==> src/rtl/uart_tx.sv <==
// UART transmitter: start bit, BIT_WIDTH data bits LSB first, optional even parity, stop bit.
// Define UART_TX_PARITY_EN to insert the even-parity bit between the data bits and the stop bit.
module uart_tx #(
  parameter int unsigned CLOCK_BAUD_RATIO = 400,
  parameter int unsigned BIT_WIDTH        = 8
) (
  input  logic                 clk,
  input  logic                 rst,
  input  logic [BIT_WIDTH-1:0] data,
  input  logic                 valid,
  output logic                 ready,
  output logic                 tx,
  output logic                 done
);

  localparam int unsigned BAUD_W = $clog2(CLOCK_BAUD_RATIO);
  localparam int unsigned CNT_W  = $clog2(BIT_WIDTH + 1);
  localparam logic [BAUD_W-1:0] BAUD_LAST = BAUD_W'(CLOCK_BAUD_RATIO - 1);
  localparam logic [CNT_W-1:0]  BIT_LAST  = CNT_W'(BIT_WIDTH - 1);

  if (CLOCK_BAUD_RATIO < 2) begin : g_bad_ratio
    $error("uart_tx: CLOCK_BAUD_RATIO must be >= 2");
  end
  if (BIT_WIDTH < 1) begin : g_bad_width
    $error("uart_tx: BIT_WIDTH must be >= 1");
  end

  typedef enum logic [2:0] {
    S_IDLE,
    S_START,
    S_BIT,
`ifdef UART_TX_PARITY_EN
    S_PARITY,
`endif
    S_STOP
  } state_e;

  state_e               state_q, state_d;
  logic [BAUD_W-1:0]    baud_q, baud_d;
  logic [CNT_W-1:0]     bit_q, bit_d;
  logic [BIT_WIDTH-1:0] shift_q, shift_d;
  logic                 tx_q, tx_d;
  logic                 done_q, done_d;
`ifdef UART_TX_PARITY_EN
  logic                 parity_q, parity_d;
`endif

  logic baud_last;
  assign baud_last = (baud_q == BAUD_LAST);

  always_ff @(posedge clk) begin
    if (rst) begin
      state_q  <= S_IDLE;
      baud_q   <= '0;
      bit_q    <= '0;
      shift_q  <= '0;
      tx_q     <= 1'b1;
      done_q   <= 1'b0;
`ifdef UART_TX_PARITY_EN
      parity_q <= 1'b0;
`endif
    end else begin
      state_q  <= state_d;
      baud_q   <= baud_d;
      bit_q    <= bit_d;
      shift_q  <= shift_d;
      tx_q     <= tx_d;
      done_q   <= done_d;
`ifdef UART_TX_PARITY_EN
      parity_q <= parity_d;
`endif
    end
  end

  always_comb begin
    state_d  = state_q;
    baud_d   = baud_last ? '0 : baud_q + 1'b1;
    bit_d    = bit_q;
    shift_d  = shift_q;
`ifdef UART_TX_PARITY_EN
    parity_d = parity_q;
`endif
    unique case (state_q)
      S_IDLE: begin
        baud_d = '0;
        bit_d  = '0;
        if (valid) begin
          state_d  = S_START;
          shift_d  = data;
`ifdef UART_TX_PARITY_EN
          // Parity is latched here because the shift register is consumed while sending.
          parity_d = ^data;
`endif
        end
      end
      S_START: begin
        if (baud_last) state_d = S_BIT;
      end
      S_BIT: begin
        if (baud_last) begin
          shift_d = shift_q >> 1;
          if (bit_q == BIT_LAST) begin
            bit_d = '0;
`ifdef UART_TX_PARITY_EN
            state_d = S_PARITY;
`else
            state_d = S_STOP;
`endif
          end else begin
            bit_d = bit_q + 1'b1;
          end
        end
      end
`ifdef UART_TX_PARITY_EN
      S_PARITY: begin
        if (baud_last) state_d = S_STOP;
      end
`endif
      S_STOP: begin
        if (baud_last) state_d = S_IDLE;
      end
      default: state_d = S_IDLE;
    endcase
  end

  // tx/done are decoded from next-state values so the registered outputs line up with state_q.
  always_comb begin
    tx_d = 1'b1;
    unique case (state_d)
      S_START:  tx_d = 1'b0;
      S_BIT:    tx_d = shift_d[0];
`ifdef UART_TX_PARITY_EN
      S_PARITY: tx_d = parity_d;
`endif
      default:  tx_d = 1'b1;
    endcase
    done_d = (state_d == S_STOP) && (baud_d == BAUD_LAST);
  end

  assign ready = (state_q == S_IDLE);
  assign tx    = tx_q;
  assign done  = done_q;

endmodule

==> config.mk <==
export PLATFORM = sky130hd
export DESIGN_NAME = uart_tx
export DESIGN_NICKNAME = d
export VERILOG_FILES = /design/src/rtl/uart_tx.sv
export SDC_FILE = /design/constraint.sdc
export NUM_CORES = 1
export LEC_CHECK = 0
export ABC_AREA = 1
export CORE_MARGIN = 1.5
export CORE_UTILIZATION = 59
export CTS_CLUSTER_SIZE = 12
export DETAILED_ROUTE_END_ITERATION = 12
export PLACE_DENSITY_LB_ADDON = 0.2
export SLEW_MARGIN = 20
export SYNTH_ARGS = -nofsm -noshare
export SYNTH_HDL_FRONTEND = slang
export SYNTH_SLANG_ARGS = --single-unit
==> constraint.sdc <==
create_clock -name clk -period 4.7 [get_ports clk]
set_clock_uncertainty 0.15 [all_clocks]
set_input_delay 0.94 -clock clk [delete_from_list [all_inputs] [get_ports clk]]
set_output_delay 0.94 -clock clk [all_outputs]
set_load 0.03 [all_outputs]
Word-level counts from Yosys, hierarchy flattened
Cells that the tools add are included.

Flip-flop bits (word level): 26. Output and inout bits: 3. Logic and storage cells: 40.

Add/subtract/negate cells: 2. Equality and inequality tests: 11. Mux-type cells: 15. Reduce and logical (&&, ||, !) cells: 5.

Operators with widths (count): $eq A9 B9 Y1 const B (2); $mux W9 (2); $mux W8 (2); $pmux W8 S2 (1); $mux W3 (5); $eq A3 B2 Y1 const B (4); $pmux W3 S4 (1); $add A9 B1 Y9 const B (1); $mux W4 (2); $pmux W4 S2 (1); $eq A3 B1 Y1 const B (2); $add A4 B1 Y4 const B (1); $eq A4 B3 Y1 const B (1); $ne A2 B2 Y1 const B (2); $logic_not A3 Y1 (1); $reduce_and A3 Y1 (1); $pmux W1 S2 (1); $reduce_and A2 Y1 (1); $reduce_bool A2 Y1 (1); $logic_and A1 B1 Y1 (1).

Longest topological paths before layout
Word-level depth: 6. Gate-level depth with buffers: 10. Depth with buffers taken out: 10.

Worst setup path after synthesis
OpenSTA, ideal clock, no wires.

Path type: register -> output. From: reg state_q[2]. To: out ready. Arrival time: 806 ps. Required time: 3610 ps. Slack: 2804 ps. Stages on the path, launching flop included: 5. Cells stage by stage: dfxtp_1 -> nor2_1 -> nand2_1 -> inv_1 -> clkbuf_8.

Word-level cells in the longest chain between the ends: 1.

RTL lines: start: declaration (RTL line 38) `state_e state_q, state_d;`; start signal: assignment (RTL line 63) `state_q <= state_d;`; $logic_not A3 Y1 (RTL line 140) `assign ready = (state_q == S_IDLE);`; end: declaration (RTL line 11) `output logic ready,`.

Every way passes these cells.

Worst setup path after layout
Ends and elaborated chain as after synthesis.

==> impl_metrics.tcl <==
set metrics [dict create \
    dieWidth_um 50.3 \
    start_util_pct 64.8 \
    clockBufferDepth 2 \
    grt_max_degree 15 \
    rsz0062_at_grt "no" \
    cts_root_buffer "sky130_fd_sc_hd__clkbuf_4" \
    critPathKind "reg -> out" \
    total_of_endpoints_with_negative_setup_slack_in_the_final_report 0 \
    clock_sink_count 26 \
    total_number_of_yosys_warnings 0 \
    cp.required_ps 3610 \
    fp.coreArea_sq_mm 0.00204 \
    nNetsFinal 214 \
    grt_remaining_overflow 0 \
    multi_input_area_sq_um 697 \
    antenna_violations_before_repair 0 \
    worst-slew-pin-transition_ps 535 \
    placed_cells_incl_taps 223 \
    diodes 0 \
    synthesis.area_sq_mm 0.00132 \
    gr-usage-all-layers_pct 22.5 \
    number_of_remaining_drc_errors 0 \
    worst_slew_margin_rel_pct 64.3 \
    grt_first_pass_wirelength_um 4440 \
    post_cts_resize_count 0 \
    worstSetupEndpointType "primary output" \
    met3_usage_pct 3.57 \
    synth_sequential_area_ratio_pct 39.4 \
    crit_path_max_fanout 14 \
    wirelength_um 2560 \
    grt_use_met2_pct 36.8 \
    final.hold.worst_slack_ps 329 \
    number_of_nets_with_antenna_violations_after_detailed_routing 0 \
    max_capacitance_violation_count 0 \
    clkSlewWorstSetupHoldPaths_ps 130 \
    p_leak_nw 0.626 \
    1st_iter_drt_viols 34 \
    synth.ff_latch_count 26 \
    post-layout-total-power_mw 0.358 \
    hold_path_class "reg -> reg" \
    tritoncts.num_buffers 3 \
    detailed_place_hpwl_um 2040 \
    ir_drop_uv 234 \
    synth_xor_area_share_pct 1.99 \
    dr.pass1.iters 4 \
    design.die.area_sq_mm 0.00253 \
    post-place-ws_ps 2020 \
    route.detailed.vias_per_inst 5.28 \
    final_util_pct 72.8 \
    timing.final.max_slew_violations 0 \
    final_min_period_over_clock_period_pct 64.5 \
    post_synth_mux_area_share_pct 0 \
    synth_top_family_by_area "simple AND/OR/NAND/NOR gates" \
    synth_fa_ha_area_share_pct 1.89 \
    cp-start-kind "flip-flop" \
    grt_util_met1_pct 30.5 \
    placement_rows 16 \
    holdBufCountCts 0 \
    top_level_ports 14 \
    average_wire_length_per_cell_after_detail_routing_um 11.3 \
    finalHoldViolCount 0 \
    cts_tree "yes" \
    io_buffer_count 13 \
    worstSkewPairLatency_ps 310 \
    fp.dieH_um 50.3 \
    synth_compound_area_share_pct 9.93 \
    post_synth_inst_count 186 \
    yosys.area_share.simple_pct 38.6 \
    postLayoutCellArea_sq_mm 0.00149 \
    post-route-worst-setup-slack_ps 1670 \
    worst-endpoint-arrival_ps 1940 \
    placed_area_sq_mm 0.00146 \
    avgSynthCellArea_sq_um 7.11 \
    finalSetupTns_ps 0 \
    htree_levels 1 \
    status "finished clean" \
    first_global_vias 1075 \
    synthDistinctLibCells 30 \
    post-cts-setup-buffers 0 \
    synth_fp_nets 199 \
    gp_congestion 0.891 \
    drive_above_1_share_pct 9.05 \
    post_route_non_filler_standard_cell_count 226 \
    achievable-frequency_mhz 330 \
    layout.filler_cells 173 \
    regArea_sq_um 520 \
    dr_total_vias 1193 \
    grt.busiest_layer "met2" \
    post-route-min-period_ps 3030 \
    pwr_density_cell_mw_per_mm2 241 \
    synthToLayoutAreaGrowth_pct 12.4 \
]
-- cell usage in the layout, fill, tap and decap left out, types with 2 or more instances in the layout --
cell type                         instances
sky130_fd_sc_hd__a21oi_1                  7
sky130_fd_sc_hd__a31oi_1                  6
sky130_fd_sc_hd__clkbuf_4                 3
sky130_fd_sc_hd__clkdlybuf4s50_1         13
sky130_fd_sc_hd__dfxtp_1                 26
sky130_fd_sc_hd__ha_1                     2
sky130_fd_sc_hd__inv_1                   22
sky130_fd_sc_hd__nand2_1                 51
sky130_fd_sc_hd__nand2_2                  2
sky130_fd_sc_hd__nand3_1                 19
sky130_fd_sc_hd__nand4_1                  2
sky130_fd_sc_hd__nor2_1                  21
sky130_fd_sc_hd__nor2_2                   5
sky130_fd_sc_hd__o21ai_0                  3
sky130_fd_sc_hd__o21bai_1                 2
sky130_fd_sc_hd__xor2_1                   2
-- flip-flops by register name, summed over array words and instances (netlist names) --
name,cells
done,1
tx,1
state_q,3
baud_q,9
shift_q,8
bit_q,4
-- worst max-delay path, stage by stage, from the launching register on --
cell                              delay, ps
sky130_fd_sc_hd__dfxtp_1                330
sky130_fd_sc_hd__nor2_1                 130
sky130_fd_sc_hd__nand2_1                110
sky130_fd_sc_hd__inv_1                  310
sky130_fd_sc_hd__clkdlybuf4s50_1        750
-- final timing paths --
path	slack, ps	startpoint	depth (start not counted)	endpoint
setup / recovery	1670	state_q[2]	4	ready
hold / removal	330	shift_q[7]	2	shift_q[7]
setup reg to reg	2940	baud_q[0]	8	shift_q[6]
hold reg to reg	330	shift_q[7]	2	shift_q[7]
-- cells in the mapped netlist --
library cell | instances | area share [%]
sky130_fd_sc_hd__nand2_1 | 51 | 14
sky130_fd_sc_hd__dfxtp_1 | 26 | 39
sky130_fd_sc_hd__inv_1 | 22 | 6.2
sky130_fd_sc_hd__nor2_1 | 21 | 6.0
sky130_fd_sc_hd__nand3_1 | 19 | 7.2
sky130_fd_sc_hd__a21oi_1 | 7 | 2.6
sky130_fd_sc_hd__a31oi_1 | 6 | 2.8
sky130_fd_sc_hd__nor2_2 | 5 | 2.4
sky130_fd_sc_hd__o21ai_0 | 3 | 1.1
sky130_fd_sc_hd__ha_1 | 2 | 1.9
sky130_fd_sc_hd__nand2_2 | 2 | 0.95
sky130_fd_sc_hd__nand4_1 | 2 | 0.95
sky130_fd_sc_hd__o21bai_1 | 2 | 1.1
sky130_fd_sc_hd__xor2_1 | 2 | 1.3
sky130_fd_sc_hd__a211oi_2 | 1 | 0.95
sky130_fd_sc_hd__a22oi_1 | 1 | 0.57
sky130_fd_sc_hd__buf_2 | 1 | 0.38
sky130_fd_sc_hd__clkbuf_1 | 1 | 0.28
sky130_fd_sc_hd__clkbuf_8 | 1 | 1.0
sky130_fd_sc_hd__conb_1 | 1 | 0.28
sky130_fd_sc_hd__nand2_4 | 1 | 0.85
sky130_fd_sc_hd__nand3_4 | 1 | 1.3
sky130_fd_sc_hd__nand3b_1 | 1 | 0.57
sky130_fd_sc_hd__nor2_4 | 1 | 0.85
sky130_fd_sc_hd__nor2_8 | 1 | 1.5
sky130_fd_sc_hd__nor3_1 | 1 | 0.38
sky130_fd_sc_hd__nor3_2 | 1 | 0.76
sky130_fd_sc_hd__o21ai_2 | 1 | 0.66
sky130_fd_sc_hd__or2_2 | 1 | 0.47
sky130_fd_sc_hd__xnor2_1 | 1 | 0.66
-- cell type report --
class,instances,area share (%)
Timing Repair Buffer,13,8.75
Sequential cell,26,35.0
Inverter,22,5.56
Clock buffer,3,1.52
Tap cell,27,2.27
Multi-Input combinational cell,135,46.9
-- kinds of logic after synthesis --
kind of cell,count (synthesis)
compound gates,21
xor+xnor,3
fa+ha+maj,2
buf+inv,25
flops,26
other cells,1
simple gates,108
-- report_power, final --
group	internal, mW	total, mW	switching, mW
logic	0.0167	0.0385	0.0218
clock network	0.0299	0.0898	0.0599
registers	0.226	0.230	0.00339
-- layer usage --
| metal | routed length, um | part of all wire (%) |
|---|---|---|
| met5 | 0 | 0 |
| met4 | 27 | 1.1 |
| met3 | 74 | 2.9 |
| met2 | 1250 | 49 |
| met1 | 1200 | 47 |
Note: power is estimated with default switching activity, not from simulation.
